$ cat src/rtl/alu_seq.sv
// Sequential ALU: single-cycle logic/arithmetic ops plus an iterative shift-add multiply.
// Latency: 1 cycle from accept to out_valid for non-MUL ops, WIDTH+1 cycles for MUL.
// Backpressure: the result is held in DONE until out_ready; a new op can be accepted on the consuming edge.
module alu_seq #(
    parameter int WIDTH = 32
) (
    input  logic             clk,
    input  logic             rst,
    input  logic             in_valid,
    output logic             in_ready,
    input  logic [WIDTH-1:0] A,
    input  logic [WIDTH-1:0] B,
    input  logic [3:0]       ALU_Sel,
    output logic             out_valid,
    input  logic             out_ready,
    output logic [WIDTH-1:0] R,
    output logic             ZF,
    output logic             CF,
    output logic             OF,
    output logic             NF,
    output logic             busy
);

    localparam int CNT_W = $clog2(WIDTH) + 1;
    localparam int MSB   = WIDTH - 1;

    localparam logic [1:0] ST_IDLE = 2'd0;
    localparam logic [1:0] ST_MUL  = 2'd1;
    localparam logic [1:0] ST_DONE = 2'd2;

    logic [1:0]       state_q, state_d;
    logic [WIDTH-1:0] r_q, r_d;
    logic             zf_q, zf_d, cf_q, cf_d, of_q, of_d, nf_q, nf_d;
    logic [WIDTH-1:0] acc_q, acc_d;
    logic [WIDTH-1:0] mcand_q, mcand_d;
    logic [WIDTH-1:0] mplier_q, mplier_d;
    logic [CNT_W-1:0] cnt_q, cnt_d;

    logic             accept;
    logic [WIDTH:0]   add_w, sub_w;
    logic [WIDTH-1:0] alu_r;
    logic             alu_cf, alu_of;
    logic [WIDTH-1:0] mul_sum;

    assign in_ready  = (state_q == ST_IDLE) || ((state_q == ST_DONE) && out_ready);
    assign accept    = in_valid && in_ready;
    assign out_valid = (state_q == ST_DONE);
    assign busy      = (state_q != ST_IDLE);

    assign R  = r_q;
    assign ZF = zf_q;
    assign CF = cf_q;
    assign OF = of_q;
    assign NF = nf_q;

    // Single-cycle result and carry/overflow straight from the input operands
    always_comb begin
        add_w  = {1'b0, A} + {1'b0, B};
        sub_w  = {1'b0, A} + {1'b0, ~B} + {{WIDTH{1'b0}}, 1'b1};
        alu_r  = '0;
        alu_cf = 1'b0;
        alu_of = 1'b0;
        case (ALU_Sel)
            4'd0: alu_r = A & B;
            4'd1: alu_r = A | B;
            4'd2: begin
                alu_r  = add_w[MSB:0];
                alu_cf = add_w[WIDTH];
                alu_of = (A[MSB] == B[MSB]) && (add_w[MSB] != A[MSB]);
            end
            4'd3: begin
                // carry out of A + ~B + 1 is set when no borrow occurred
                alu_r  = sub_w[MSB:0];
                alu_cf = ~sub_w[WIDTH];
                alu_of = (A[MSB] == ~B[MSB]) && (sub_w[MSB] != A[MSB]);
            end
            4'd4: alu_r = {{(WIDTH-1){1'b0}}, (A < B)};
            4'd5: alu_r = ~(A | B);
            4'd7: alu_r = A << B[CNT_W-2:0];
            default: alu_r = '0;  // MUL is handled by the iterative path; 8..15 yield zero
        endcase
    end

    // Partial-product accumulate for the current multiplier bit
    assign mul_sum = acc_q + (mplier_q[0] ? mcand_q : {WIDTH{1'b0}});

    // Next-state: accept/consume handshake and multiply iteration
    always_comb begin
        state_d  = state_q;
        r_d      = r_q;
        zf_d     = zf_q;
        cf_d     = cf_q;
        of_d     = of_q;
        nf_d     = nf_q;
        acc_d    = acc_q;
        mcand_d  = mcand_q;
        mplier_d = mplier_q;
        cnt_d    = cnt_q;
        case (state_q)
            ST_IDLE, ST_DONE: begin
                if (accept) begin
                    if (ALU_Sel == 4'd6) begin
                        acc_d    = '0;
                        mcand_d  = A;
                        mplier_d = B;
                        cnt_d    = '0;
                        state_d  = ST_MUL;
                    end else begin
                        r_d     = alu_r;
                        zf_d    = (alu_r == '0);
                        cf_d    = alu_cf;
                        of_d    = alu_of;
                        nf_d    = alu_r[MSB];
                        state_d = ST_DONE;
                    end
                end else if ((state_q == ST_DONE) && out_ready) begin
                    state_d = ST_IDLE;
                end
            end
            ST_MUL: begin
                acc_d    = mul_sum;
                mcand_d  = mcand_q << 1;
                mplier_d = mplier_q >> 1;
                cnt_d    = cnt_q + 1'b1;
                // the last iteration writes the result directly, so out_valid
                // rises on the same edge the final partial product lands
                if (cnt_q == CNT_W'(WIDTH - 1)) begin
                    r_d     = mul_sum;
                    zf_d    = (mul_sum == '0);
                    cf_d    = 1'b0;
                    of_d    = 1'b0;
                    nf_d    = mul_sum[MSB];
                    state_d = ST_DONE;
                end
            end
            default: state_d = ST_IDLE;
        endcase
    end

    // State and result registers; reset discards any in-flight op
    always_ff @(posedge clk or posedge rst) begin
        if (rst) begin
            state_q  <= ST_IDLE;
            r_q      <= '0;
            zf_q     <= 1'b0;
            cf_q     <= 1'b0;
            of_q     <= 1'b0;
            nf_q     <= 1'b0;
            acc_q    <= '0;
            mcand_q  <= '0;
            mplier_q <= '0;
            cnt_q    <= '0;
        end else begin
            state_q  <= state_d;
            r_q      <= r_d;
            zf_q     <= zf_d;
            cf_q     <= cf_d;
            of_q     <= of_d;
            nf_q     <= nf_d;
            acc_q    <= acc_d;
            mcand_q  <= mcand_d;
            mplier_q <= mplier_d;
            cnt_q    <= cnt_d;
        end
    end

endmodule

$ cat config.mk
export PLATFORM = sky130hd
export DESIGN_NAME = alu_seq
export DESIGN_NICKNAME = d
export VERILOG_FILES = /design/src/rtl/alu_seq.sv
export SDC_FILE = /design/constraint.sdc
export NUM_CORES = 1
export LEC_CHECK = 0
export CORE_ASPECT_RATIO = 0.7
export CORE_MARGIN = 3
export CORE_UTILIZATION = 50
export CTS_BUF_LIST = sky130_fd_sc_hd__clkbuf_16
export CTS_CLUSTER_DIAMETER = 200
export DETAILED_ROUTE_END_ITERATION = 16
export PLACE_DENSITY = 0.7
export SKIP_CTS_REPAIR_TIMING = 1
export SYNTH_ARGS = -nofsm -noshare
export SYNTH_HDL_FRONTEND = slang
export SYNTH_SLANG_ARGS = --single-unit
$ cat constraint.sdc
create_clock -name clk -period 7.4 [get_ports clk]
set_input_delay 1.48 -clock clk [delete_from_list [all_inputs] [get_ports clk]]
set_output_delay 1.48 -clock clk [all_outputs]
set_load 0.01 [all_outputs]
Word level (Yosys, flattened, before mapping) --
Cells that the tools add are included.
Storage, ports and cells: register bits 140, word-level logic and storage cells 97
Operators by class: add/sub/neg operators 5, $lt $le $gt $ge 1, equality and inequality tests 19, shifts and indexed selects 1, mux-type cells 40, bitwise gates (word level) 6, reductions and logical operators 15
Operator list (count):
- $mux W32 | 10
- $pmux W32 S2 | 4
- $pmux W32 S7 | 1
- $add A32 B32 Y33 | 2
- $logic_not A32 Y1 | 2
- $not A32 Y32 | 2
- $add A33 B1 Y33 const B | 1
- $add A32 B32 Y32 | 1
- $and A32 B32 Y32 | 1
- $lt A32 B32 Y1 | 1
- $or A32 B32 Y32 | 1
- $shl A32 B5 Y32 | 1
- $eq A4 B3 Y1 const B | 4
- $mux W6 | 2
- $pmux W1 S2 | 6
- $pmux W6 S2 | 1
- $mux W1 | 11
- $eq A4 B2 Y1 const B | 2
- $mux W2 | 4
- $ne A2 B2 Y1 const B | 4
- $add A6 B1 Y6 const B | 1
- $eq A6 B5 Y1 const B | 1
- $eq A4 B1 Y1 const B | 1
- $logic_and A1 B1 Y1 | 4
- other kinds (15) | 19

Depth between registers and ports, before layout --
depth after elaboration 9, depth in mapped cells 16

Worst setup path after synthesis --
No wires, ideal clock.
path kind input port to flip-flop, start point in B[1], end point reg r_q[29] (netlist: R[29]), arrival 4916 ps, setup slack 2363 ps, cell stages on the path 15, cell sequence buf_2 > inv_2 > buf_1 > ha_1 > o21ba_1 > a2111o_1 > a311oi_2 > o21ai_1 > or2_1 > and2_4 > o311a_1 > a221oi_2 > o21a_1 > a21oi_1 > o22a_1
On the way: longest elaborated chain between the ends 7, elaborated cells on any way between the ends 9, classes of those cells add/sub: 3; shift: 1; mux: 4; bitwise: 1
RTL lines:
- start: declaration | RTL line 12 | input logic [WIDTH-1:0] B,
- $not A32 Y32 | RTL line 59 | sub_w = {1'b0, A} + {1'b0, ~B} + {{WIDTH{1'b0}}, 1'b1};
- $add A32 B32 Y33 | RTL line 59
- $add A33 B1 Y33 | RTL line 59
- $pmux W32 S7 (*) | RTL line 63 | case (ALU_Sel)
- $mux W32 (*) | RTL line 102 | if (ALU_Sel == 4'd6) begin
- $mux W32 (*) | RTL line 101 | if (accept) begin
- $pmux W32 S2 (*) | RTL line 99 | case (state_q)
- end signal: assignment | RTL line 155 | r_q <= r_d;
- end: declaration | RTL line 32 | logic [WIDTH-1:0] r_q, r_d;
Every way passes the cells marked *; elsewhere a longest branch is shown, timed or not. The select of a mux whose other input is x is not followed. A chain may end at the register's enable or synchronous reset.

Final worst setup path --
start point in A[7], end point reg zf_q (netlist: ZF)
On the way: longest elaborated chain between the ends 7, elaborated cells on any way between the ends 13, classes of those cells add/sub: 3; order compare: 1; shift: 1; mux: 4; bitwise: 3; reduce/logical: 1
RTL lines:
- start: declaration | RTL line 11 | input logic [WIDTH-1:0] A,
- $add A32 B32 Y33 / $or A32 B32 Y32 (equally long branches) | RTL line 59, 65, 78
- $add A33 B1 Y33 / $not A32 Y32 (equally long branches) | RTL line 59, 78
- $pmux W32 S7 (*) | RTL line 63
- $logic_not A32 Y1 (*) | RTL line 110 | zf_d = (alu_r == '0);
- $mux W1 (*) | RTL line 102
- $mux W1 (*) | RTL line 101
- $pmux W1 S2 (*) | RTL line 99
- end signal: assignment | RTL line 156 | zf_q <= zf_d;
- end: declaration | RTL line 33 | logic zf_q, zf_d, cf_q, cf_d, of_q, of_d, nf_q, nf_d;
Marked as above.

==> metrics.cfg <==
[power]
power_frac_seq_pct = 26.8
p_sw_share_pct = 46.07
clockPowerShare_pct = 18.5
pwr-share-comb_pct = 54.6
p_total_w = 0.004875
power_switching_w = 0.002246
ir_worst_vdd_uv = 180.5
power_density_nw_per_um2 = 277.9
p_int_w = 0.002629
power_leakage_nw = 7.742

[logic_synthesis]
ys_warn_count = 0
synthAdderAreaFrac_pct = 11.54
muxShareOfSynthArea_pct = 7.120
synth_compound_area_share_pct = 26.91
synth.avg_cell_area_sq_um = 7.509
synth_flop_cell = dfrtp_1
synth_top_family_by_area = compound AO/OA/AOI/OAI gates
synthXorXnorAreaFrac_pct = 2.679
ys_async_sr_fraction_pct = 100.0
synthCells = 2090
synth_nets = 2305
synth_seq_area_share_pct = 22.16
ys_types = 93
synth-seq-cells = 139
synth_edf_count = 0
syn_area_sq_um = 15690
synthSimpleGateAreaFrac_pct = 23.44

[routing]
drt_iter0_markers = 2489
first_pass_iters = 6
num_vias = 16760
ant_nets = 0
drt-wirelength-per-cell_microns = 25.31
wl_microns = 64000
viasPerCell = 6.626
drc = 0

[critical_path]
crit_required_ps = 7770
r2r_end = ZF
crit_fanout = 11
reg2reg_from = mplier_q[0]
r2r_slack_ps = 2400
worst_r2r_path_depth = 14
cp.arrival_ps = 6180
start_kind = input pin
crit_type = in -> reg
end_kind = register

[grt]
grt_pass1_vias = 15620
grt_antenna_before_repair = 0
track_usage_pct = 37.77
grt_max_degree = 85
grt_pass1_wl_microns = 96980
grt_overflow = 0

[place]
place_area_sq_um = 16950
port_buffers = 110
gp_congestion = 1.032
pre_cts_slack_ps = 1420
hpwl_microns = 48820

[clock_tree]
clk_root_buffer_cell = clkbuf_16
path_clk_slew_ps = 70
htree_num_levels = 4
clk_path_buf_depth = 2
clock-sinks = 139
cts_tree = done
clk_latency_ps = 460
cts_made_buffers = 17

[timing]
slew_headroom_pct = 17.86
clock_skew_ps = 16.24
rsz0062_at_grt = false
hold_violations = 0
setup_viol = 0
holdWs_ps = 470.6
worstMarginPinSlew_ps = 1228
finalSetupTns_ps = 0
finalCritPeriodShare_pct = 78.55
fin_crit_ps = 5813
slew_violations = 0
max_freq_mhz = 172.0
setup_slack_ps = 1587

[hold_path]
hold_class = reg -> reg
whs_path_depth = 2
min_from = R[15]
hold_end = R[15]

[final_layout]
design_area_sq_um = 17540
area_growth_pct = 11.78
fin_nets = 2319
drive_above_1_share_pct = 6.755
antenna_cells = 0

[floorplanning]
fp.coreArea_sq_um = 30440
die-area_sq_um = 33580
start_util_pct = 51.56
die_h_microns = 154.2
die_w_microns = 217.8
io_pins = 111
num_rows = 53

[outcome]
status = complete, no violations

[run]
maxCapViolations = 0

==> cell families (layout without fill, tap and decap cells) <==
group                    count (synthesis)  after routing
XOR/XNOR                                48             48
AND/OR/NAND/NOR                        807            807
flip-flops                             139            139
buffers and inverters                  246            273
multiplexers                            73             73
AO/OA/AOI/OAI                          634            634
adder cells (fa/ha/maj)                143            143
==> critical path, stage by stage <==
cell and delay, ps:
clkdlybuf4s50_1 750, inv_1 90, ha_1 460, a211oi_1 270, o21bai_1 200, nor4_1 680, nor2_1 190, a31oi_1 580
o31ai_1 190, a221o_1 440, a2111oi_4 390, o211a_1 200, nand4_1 90, o21ai_1 170
==> area by class of cell <==
type | count | area, sq um
clock buffers | 17 | 425.4
clock inverters | 15 | 163.9
fillers | 2908 | 12900
inverters | 106 | 402.9
multi-input cells | 1705 | 11290
flip-flops and latches | 139 | 3478
well taps | 412 | 515.5
repair buffers | 135 | 1269
==> per-layer routing <==
| layer | up-vias | global-route usage, % | part of all wire [%] |
|---|---|---|---|
| met4 | 0 | 9.280 | 2.3 |
| met3 | 101 | 9.269 | 12 |
| li1 | 7584 | - | - |
| met5 | - | 0 | 0 |
| met2 | 977 | 53.74 | 41 |
| met1 | 8095 | 57.14 | 45 |
==> flip-flops by register name (all words and copies together), names as in the netlist <==
name and flops:
R 32, CF 1, mplier_q 32, ZF 1, state_q 2, mcand_q 32, OF 1, cnt_q 6
acc_q 32
==> worst max-delay path by stage <==
stage,to,slack [ps],cells past startpoint,from
global route,ZF,1410,14,A[7]
global placement,ZF,1390,14,A[20]
detailed placement,ZF,1420,14,A[7]
CTS,ZF,1870,14,A[7]
floorplan,CF,2200,1,rst
finish,ZF,1590,14,A[7]
==> cells in the mapped netlist, types with 11 or more instances <==
cell	n	area [sq um]
nand3_1	67	335.3
nand4_1	20	125.1
a22oi_1	11	82.58
buf_1	20	75.07
nor4_1	16	100.1
o22ai_1	18	112.6
xnor2_1	33	289.0
mux4_2	30	675.7
o21ai_0	123	615.6
a31oi_1	88	550.5
nor2b_1	23	143.9
a211oi_1	36	270.3
o211ai_1	22	165.2
and3_1	21	131.4
nor2_1	211	792.0
nand2b_1	27	168.9
mux2i_1	34	340.3
nor3_1	36	180.2
clkbuf_1	102	382.9
ha_1	140	1752
a21o_1	31	232.7
o31ai_1	18	135.1
and2_1	44	275.3
a21oi_1	145	725.7
inv_1	101	379.1
dfrtp_1	139	3478
buf_2	12	60.06
nand2_1	304	1141
xor2_1	15	131.4
==> layout by cell type (no fill, tap or decap), types with 66 or more instances in the layout <==
cell type | netlist | layout
nand2_1 | 304 | 303
nor2_1 | 211 | 211
a21oi_1 | 145 | 145
ha_1 | 140 | 140
dfrtp_1 | 139 | 139
o21ai_0 | 123 | 123
clkdlybuf4s50_1 | 0 | 106
inv_1 | 101 | 100
a31oi_1 | 88 | 88
nand3_1 | 67 | 66
==> power by group through the flow <==
stage	registers, W	logic, W	clock network, W
5_1_grt	0.00135	0.00292	0.000938
3_3_place_gp	0.00130	0.00254	0
2_1_floorplan	0.00125	0.00182	0
4_1_cts	0.00130	0.00261	0.000910
3_5_place_dp	0.00131	0.00259	0
6_report	0.00131	0.00266	0.000902
==> stage by stage <==
stage                     std cells  util (%)
after floorplan                2090         -
after global placement         2497     55.70
after detailed placement       2497     55.70
after CTS                      2529     57.63
after global routing           2529     57.63
final                          2529     57.63
Power figures use the tool's default switching activity.
